## config.mk

```make
export PLATFORM = sky130hd
export DESIGN_NAME = param_sync_fifo
export DESIGN_NICKNAME = d
export VERILOG_FILES = /design/src/rtl/param_sync_fifo_pkg.sv /design/src/rtl/model_dual_ram.sv /design/src/rtl/param_sync_fifo.sv
export SDC_FILE = /design/constraint.sdc
export NUM_CORES = 2
export LEC_CHECK = 0
export CAP_MARGIN = 0
export CELL_PAD_IN_SITES_DETAIL_PLACEMENT = 1
export CELL_PAD_IN_SITES_GLOBAL_PLACEMENT = 1
export CORE_UTILIZATION = 45
export CTS_CLUSTER_DIAMETER = 60
export CTS_CLUSTER_SIZE = 14
export DETAILED_ROUTE_END_ITERATION = 7
export GPL_ROUTABILITY_DRIVEN = 0
export HOLD_SLACK_MARGIN = 0.06
export PLACE_DENSITY_LB_ADDON = 0.1
export SETUP_SLACK_MARGIN = 0.2
export SYNTH_ARGS = -nofsm -noshare
export SYNTH_HDL_FRONTEND = slang
export SYNTH_HIERARCHICAL = 1
export SYNTH_SLANG_ARGS = --single-unit
```

## constraint.sdc

```tcl
create_clock -name clk -period 3.7 [get_ports clk]
set_input_delay 0.555 -clock clk [delete_from_list [all_inputs] [get_ports clk]]
set_output_delay 0.555 -clock clk [all_outputs]
set_load 0.02 [all_outputs]
```

## src/rtl/param_sync_fifo_pkg.sv

```systemverilog
// rtl/param_sync_fifo_pkg.sv - shared constants and types for param_sync_fifo
package param_sync_fifo_pkg;

  localparam int FWFT_STD = 0;
  localparam int FWFT_ON  = 1;

  typedef enum logic [1:0] {
    ST_EMPTY = 2'd0,
    ST_FETCH = 2'd1,
    ST_VALID = 2'd2
  } fwft_state_e;

  // Pointers carry one extra wrap bit above the RAM address.
  function automatic int ptr_width(input int depth_log);
    return depth_log + 1;
  endfunction

endpackage

```

## src/rtl/model_dual_ram.sv

```systemverilog
// rtl/model_dual_ram.sv - simple dual-port RAM, one write port, registered read port
module model_dual_ram #(
  parameter int WIDTH  = 8,
  parameter int ADDR_W = 8
) (
  input  logic              clk,
  input  logic              we,
  input  logic [ADDR_W-1:0] waddr,
  input  logic [WIDTH-1:0]  wdata,
  input  logic              re,
  input  logic [ADDR_W-1:0] raddr,
  output logic [WIDTH-1:0]  rdata
);

  logic [WIDTH-1:0] mem [0:(1 << ADDR_W)-1];

  always_ff @(posedge clk) begin
    if (we) mem[waddr] <= wdata;
    if (re) rdata <= mem[raddr];
  end

endmodule

```

## src/rtl/param_sync_fifo.sv

```systemverilog
// rtl/param_sync_fifo.sv - single-clock FIFO with standard or FWFT read mode
module param_sync_fifo
  import param_sync_fifo_pkg::*;
#(
  parameter int WIDTH     = 8,
  parameter int DEPTH_LOG = 8,
  parameter int FWFT      = FWFT_STD,
  parameter int AF_LEVEL  = (1 << DEPTH_LOG) - 2,
  parameter int AE_LEVEL  = 2
) (
  input  logic               clk,
  input  logic               rst,
  input  logic               wr_en,
  input  logic [WIDTH-1:0]   wr_data,
  output logic               full,
  output logic               almost_full,
  input  logic               rd_en,
  output logic [WIDTH-1:0]   rd_data,
  output logic               rd_valid,
  output logic               empty,
  output logic               almost_empty,
  output logic [DEPTH_LOG:0] data_count,
  output logic               overflow,
  output logic               underflow,
  input  logic               clr_err
);

  localparam int PTR_W = ptr_width(DEPTH_LOG);
  localparam int DEPTH = 1 << DEPTH_LOG;

  logic [PTR_W-1:0] wr_ptr_q, wr_ptr_d, rd_ptr_q, rd_ptr_d, ram_count;
  logic [WIDTH-1:0] out_data_q, out_data_d, ram_rdata;
  logic             stage_q, stage_d, out_valid_q, out_valid_d;
  logic             overflow_q, overflow_d, underflow_q, underflow_d;
  logic             wr_acc, pop, ram_rd, load;
  fwft_state_e      state_q, state_d;

  assign ram_count = wr_ptr_q - rd_ptr_q;

  // In FWFT mode the staged RAM word and the output register still belong to the queue.
  always_comb begin
    if (FWFT == FWFT_ON) data_count = ram_count + PTR_W'(stage_q) + PTR_W'(out_valid_q);
    else                 data_count = ram_count;
  end

  assign full         = (data_count == PTR_W'(DEPTH));
  assign empty        = (FWFT == FWFT_ON) ? !out_valid_q : (ram_count == '0);
  assign almost_full  = (int'(data_count) >= AF_LEVEL);
  assign almost_empty = (int'(data_count) <= AE_LEVEL);
  assign wr_acc       = wr_en && !full;
  assign pop          = rd_en && !empty;

  always_comb begin
    state_d     = state_q;
    stage_d     = stage_q;
    out_valid_d = out_valid_q;
    ram_rd      = 1'b0;
    load        = 1'b0;
    if (FWFT == FWFT_ON) begin
      // stage_q marks a word sitting in the RAM read register; refill it as it drains
      load    = stage_q && ((state_q != ST_VALID) || pop);
      ram_rd  = (ram_count != '0) && (!stage_q || load);
      stage_d = ram_rd || (stage_q && !load);
      case (state_q)
        ST_EMPTY: if (ram_rd) state_d = ST_FETCH;
        ST_FETCH: state_d = ST_VALID;
        ST_VALID: if (pop && !stage_q) state_d = ram_rd ? ST_FETCH : ST_EMPTY;
        default:  state_d = ST_EMPTY;
      endcase
      out_valid_d = (state_d == ST_VALID);
    end else begin
      ram_rd      = pop;
      load        = stage_q;
      stage_d     = ram_rd;
      out_valid_d = stage_q;
    end
  end

  assign wr_ptr_d   = wr_ptr_q + PTR_W'(wr_acc);
  assign rd_ptr_d   = rd_ptr_q + PTR_W'(ram_rd);
  assign out_data_d = load ? ram_rdata : out_data_q;

  // Setting an error flag takes priority over a same-cycle clear.
  always_comb begin
    overflow_d  = clr_err ? 1'b0 : overflow_q;
    underflow_d = clr_err ? 1'b0 : underflow_q;
    if (wr_en && full) overflow_d = 1'b1;
    if (rd_en && empty) underflow_d = 1'b1;
  end

  always_ff @(posedge clk or posedge rst) begin
    if (rst) begin
      wr_ptr_q    <= '0;
      rd_ptr_q    <= '0;
      out_data_q  <= '0;
      stage_q     <= 1'b0;
      out_valid_q <= 1'b0;
      overflow_q  <= 1'b0;
      underflow_q <= 1'b0;
      state_q     <= ST_EMPTY;
    end else begin
      wr_ptr_q    <= wr_ptr_d;
      rd_ptr_q    <= rd_ptr_d;
      out_data_q  <= out_data_d;
      stage_q     <= stage_d;
      out_valid_q <= out_valid_d;
      overflow_q  <= overflow_d;
      underflow_q <= underflow_d;
      state_q     <= state_d;
    end
  end

  assign rd_data   = out_data_q;
  assign rd_valid  = out_valid_q;
  assign overflow  = overflow_q;
  assign underflow = underflow_q;

  model_dual_ram #(
    .WIDTH  (WIDTH),
    .ADDR_W (DEPTH_LOG)
  ) u_ram (
    .clk   (clk),
    .we    (wr_acc),
    .waddr (wr_ptr_q[DEPTH_LOG-1:0]),
    .wdata (wr_data),
    .re    (ram_rd),
    .raddr (rd_ptr_q[DEPTH_LOG-1:0]),
    .rdata (ram_rdata)
  );

endmodule

```

==> metrics.md <==
| Metric | Value |
|---|---|
| Simple-gate share of the synthesized area | `2.91%` |
| Area growth from synthesis to layout | `20.4%` |
| Setup CP Type | `flip-flop to output port` |
| Biggest area consumer among synthesized cells | `edfxtp_1` |
| Clock latency on the worst-skew pair | `0.84 ns` |
| Maximum level of the CTS H-tree | `4` |
| Switching component of the power | `22.8 mW` |
| Count leader, synth | `edfxtp_1` |
| Number of hold violations in the final report | `0` |
| Buf+Inv Stages, Crit Path | `2` |
| Layout fillers | `15320` |
| Dominant combinational cell family by area after synthesis | `multiplexers` |
| RSZ-0062 raised after global routing | `true` |
| CTS Root Buffer Type | `clkbuf_16` |
| Crit path cell chain | `ha_4, nor2b_2, a311oi_4, o311ai_4, or4_4, buf_6, nor4_4, buf_4` |
| Sw frac | `33.1%` |
| Post-Syn Nets | `3924` |
| Async SR Flop Fraction | `1.44%` |
| EDFF count, synth | `2056` |
| Category of cells accounting for the largest share of critical-path delay | `simple AND/OR/NAND/NOR gates` |
| Post-detailed-route via-to-cell ratio | `6.08` |
| Overall die width | `427 µm` |
| Post-synthesis mux area share | `14.4%` |
| CTS max path bufs | `3` |
| Area fraction of the dominant cell type after synthesis | `75.9%` |
| Final Max Tran Viols | `0` |
| Setup slack of the critical path after layout | `-0.0145 ns` |
| Overall via count from detail_route | `42358` |
| Result of the run | `complete, but fails checks` |
| Number of global-route vias before repair | `43854` |
| Final worst hold slack | `0.134 ns` |
| Total power per unit cell area | `702 nW/µm²` |
| GRT Total Usage | `25.4%` |
| First-pass iteration count of the detailed router | `6` |
| CTS tree | `built` |
| DRC violations left | `0` |
| Dpl hpwl | `144000 µm` |
| Total of max-cap violations | `0` |
| Post-route fraction of the period consumed by the critical path | `100%` |
| Capturing element type of the critical path | `output port` |
| Post-Route WL | `234000 µm` |
| Synth Area per Inst | `20.9 µm²` |
| Sequential share of the synthesized area | `76.8%` |
| Leakage | `31.1 nW` |
| Boundary pin count | `37` |
| Number of input and output port buffers inserted | `36` |
| Clock slew seen by the registers of the worst setup and hold paths | `0.07 ns` |
| Post-synthesis share of cell area spent on xor and xnor gates | `0.215%` |
| Antenna Nets Post-Route | `0` |
| Slew at the pin closest to its max-slew limit | `1.45 ns` |
| Slowest cell on the critical path | `or4_4` |
| Initial cell density of the core | `45.5%` |
| Pin count of the biggest net entering global routing | `120` |
| Residual overflow from global routing | `0` |
| Wirelength per Cell | `33.6 µm` |
| Post-synthesis cell count | `3897` |
| Yosys warning count | `6` |
| Signal arrival time at the worst endpoint | `3.16 ns` |
| Fin Clk Skew | `0.0317 ns` |
| Class of the tightest hold or removal check | `input port to async pin` |
| Combined area of all synthesized cells | `81400 µm²` |
| Wire length of the first global-routing pass | `328000 µm` |
| Layout cell share with drive strength beyond 1 | `36.1%` |
| Number of different library cells in the post-synthesis netlist | `69` |
| Violated checks | `negative setup slack` |
| Data required time of the worst path | `3.14 ns` |
| Chip height | `427 µm` |
| Top cells by area, synth | `edfxtp_1 (76%), mux4_2 (13%), mux2i_1 (1.7%), nor2_1 (1.3%), a22oi_1 (1.2%)` |
| Share of synthesized cell area in full adder, half adder and majority cells | `0.224%` |
| Post-Route Setup TNS | `-0.0182 ns` |
| Number of register bits inferred by synthesis | `2086` |
| Number of sinks driven by the clock tree | `2086` |
| Synth cell count leaders | `edfxtp_1 (2056), mux4_2 (454), nor2_1 (289)` |
| Type of origin of the critical path | `flip-flop` |
| Worst path max stage delay | `0.57 ns` |
| Area fraction in compound gates after synthesis | `3.56%` |
| Reg power frac | `38.7%` |
| Nets@finish | `4555` |
| Die area | `183000 µm²` |
| Min Tclk post-route | `3.71 ns` |
| Area of the placeable core | `179000 µm²` |
| Share of power burned in the clock network | `25.5%` |
| Post-cts hold buffer count | `0` |
| Tightest slew margin relative to the limit | `2.79%` |
| Endpoints failing setup | `2` |
| Worst IR Drop VDD | `0.000540 V` |
| Critical path peak fanout | `8` |
| First-iteration detailed-routing DRC count | `4397` |
| Internal power | `46.0 mW` |
| Cts bufs inserted | `177` |
| Maximum clock frequency | `269 MHz` |
| Logic pwr share | `35.8%` |
| Standard-cell row count | `155` |
| Number of antenna violations at the first check in global routing | `9` |
| Commonest register cell after synthesis | `edfxtp_1` |
-- kinds of logic (layout without fill, tap and decap cells) --
group,after synthesis,after routing
buf+inv,255,967
mux,601,601
compound gates,407,407
flops,2086,2086
xor+xnor,20,20
fa+ha+maj,14,14
other cells,0,1
simple gates,514,514
-- cell type report --
cell class / count / area [µm²] / area share (%)
sequential: 2086 / 62500 / 63.8
multi-input combinational: 1556 / 19100 / 19.5
antenna: 1 / 2.50 / 0.00255
inverter: 19 / 73.8 / 0.0753
clock inverter: 41 / 395 / 0.403
clock buffer: 219 / 4720 / 4.82
timing repair buffer: 688 / 8310 / 8.48
tap: 2355 / 2950 / 3.01
-- worst register-to-register path: stages, from the launching register on --
cell	delay [ns]
dfrtp_1	0.40
inv_2	0.09
ha_4	0.13
inv_2	0.03
fa_2	0.37
nand3_4	0.13
nand2_1	0.09
a311o_1	0.31
o211ai_1	0.17
nor4_4	0.09
buf_4	0.15
buf_6	0.11
nor2b_4	0.11
buf_12	0.14
buf_12	0.13
nand4_1	0.19
buf_12	0.24
buf_16	0.18
nor2_4	0.12
buf_6	0.18
-- what timing repair did --
action | in CTS | in global routing
resized for setup | 218 | 300
setup endpoints to repair | 1722 | 2054
pin swaps | 18 | 111
cloned | 9 | 13
setup buffers | 23 | 35
-- power groups by stage --
stage | logic [mW] | clock network, mW | registers (mW)
CTS | 23.8 | 17.9 | 26.6
global placement | 22.4 | 0 | 27.1
finish | 24.7 | 17.5 | 26.6
global route | 25.7 | 18.7 | 26.6
floorplan | 13.3 | 0 | 27.1
detailed placement | 22.5 | 0 | 27.1
-- per-layer routing --
layer / global-route usage, % / part of all wire, % / up-vias
met1: 36.3 / 42 / 23229
met3: 3.11 / 6.1 / 274
met2: 42.1 / 49 / 1331
met4: 5.63 / 2.5 / 0
li1: - / - / 17524
met5: 0 / 0 / -
-- worst paths after layout --
kind	start	endpoint	slack (ns)	cells past startpoint
max	wr_ptr_q[5]	empty	-0.01	8
min	rst	wr_ptr_q[8]	0.13	3
max reg2reg	wr_ptr_q[0]	u_ram/mem[71][0]	0.03	19
min reg2reg	u_ram/rdata[6]	rd_data[6]	0.49	1
max in group asynchronous	rst	rd_ptr_q[3]	3.20	3
min in group clk	wr_data[3]	u_ram/mem[195][3]	0.20	1
-- through the flow --
step                      setup slack [ns]  power [mW]  util [%]  std cells  area (µm²)
after detailed placement           -0.0859        49.6      50.2       6624       89800
final                              -0.0145        68.8      54.8       6965       98000
after global placement             -0.0661        49.5      50.2       6624       89800
after global routing                -0.138        71.0      54.8       6964       98000
after CTS                           -0.157        68.3      53.7       6916       96200
after floorplan                     -0.127        40.4         -       3897       81900
-- flip-flops by register name, indices dropped and copies added (netlist names) --
register     cells
u_ram/mem     2048
rd_ptr_q         9
wr_ptr_q         9
rd_data          8
u_ram/rdata      8
load             1
overflow         1
rd_valid         1
underflow        1
-- placed cells by master, fill, tap and decap left out, types with 10 or more instances in the layout --
| cell | instances |
|---|---|
| a211oi_1 | 15 |
| nor2_1 | 72 |
| nand2_1 | 39 |
| clkbuf_1 | 34 |
| edfxtp_1 | 2056 |
| a22oi_1 | 131 |
| nor4_1 | 16 |
| nand4_1 | 12 |
| nor2_4 | 110 |
| clkinv_1 | 10 |
| o221ai_1 | 44 |
| o22ai_1 | 28 |
| mux2i_1 | 136 |
| dfrtp_1 | 24 |
| o211ai_1 | 11 |
| mux4_2 | 454 |
| clkinv_2 | 10 |
| nand3_1 | 31 |
| nor2b_1 | 29 |
| nand2b_1 | 12 |
| nor3_1 | 20 |
| a22o_1 | 10 |
| nand3_4 | 11 |
| o21ai_0 | 10 |
| buf_8 | 20 |
| buf_4 | 337 |
| xnor2_1 | 14 |
| buf_12 | 147 |
| clkdlybuf4s50_1 | 18 |
| clkbuf_16 | 195 |
| a21oi_1 | 97 |
| a221oi_1 | 12 |
| buf_6 | 128 |
| nor2_2 | 107 |
| buf_16 | 16 |
No activity file was read; power rests on OpenSTA's default activity.
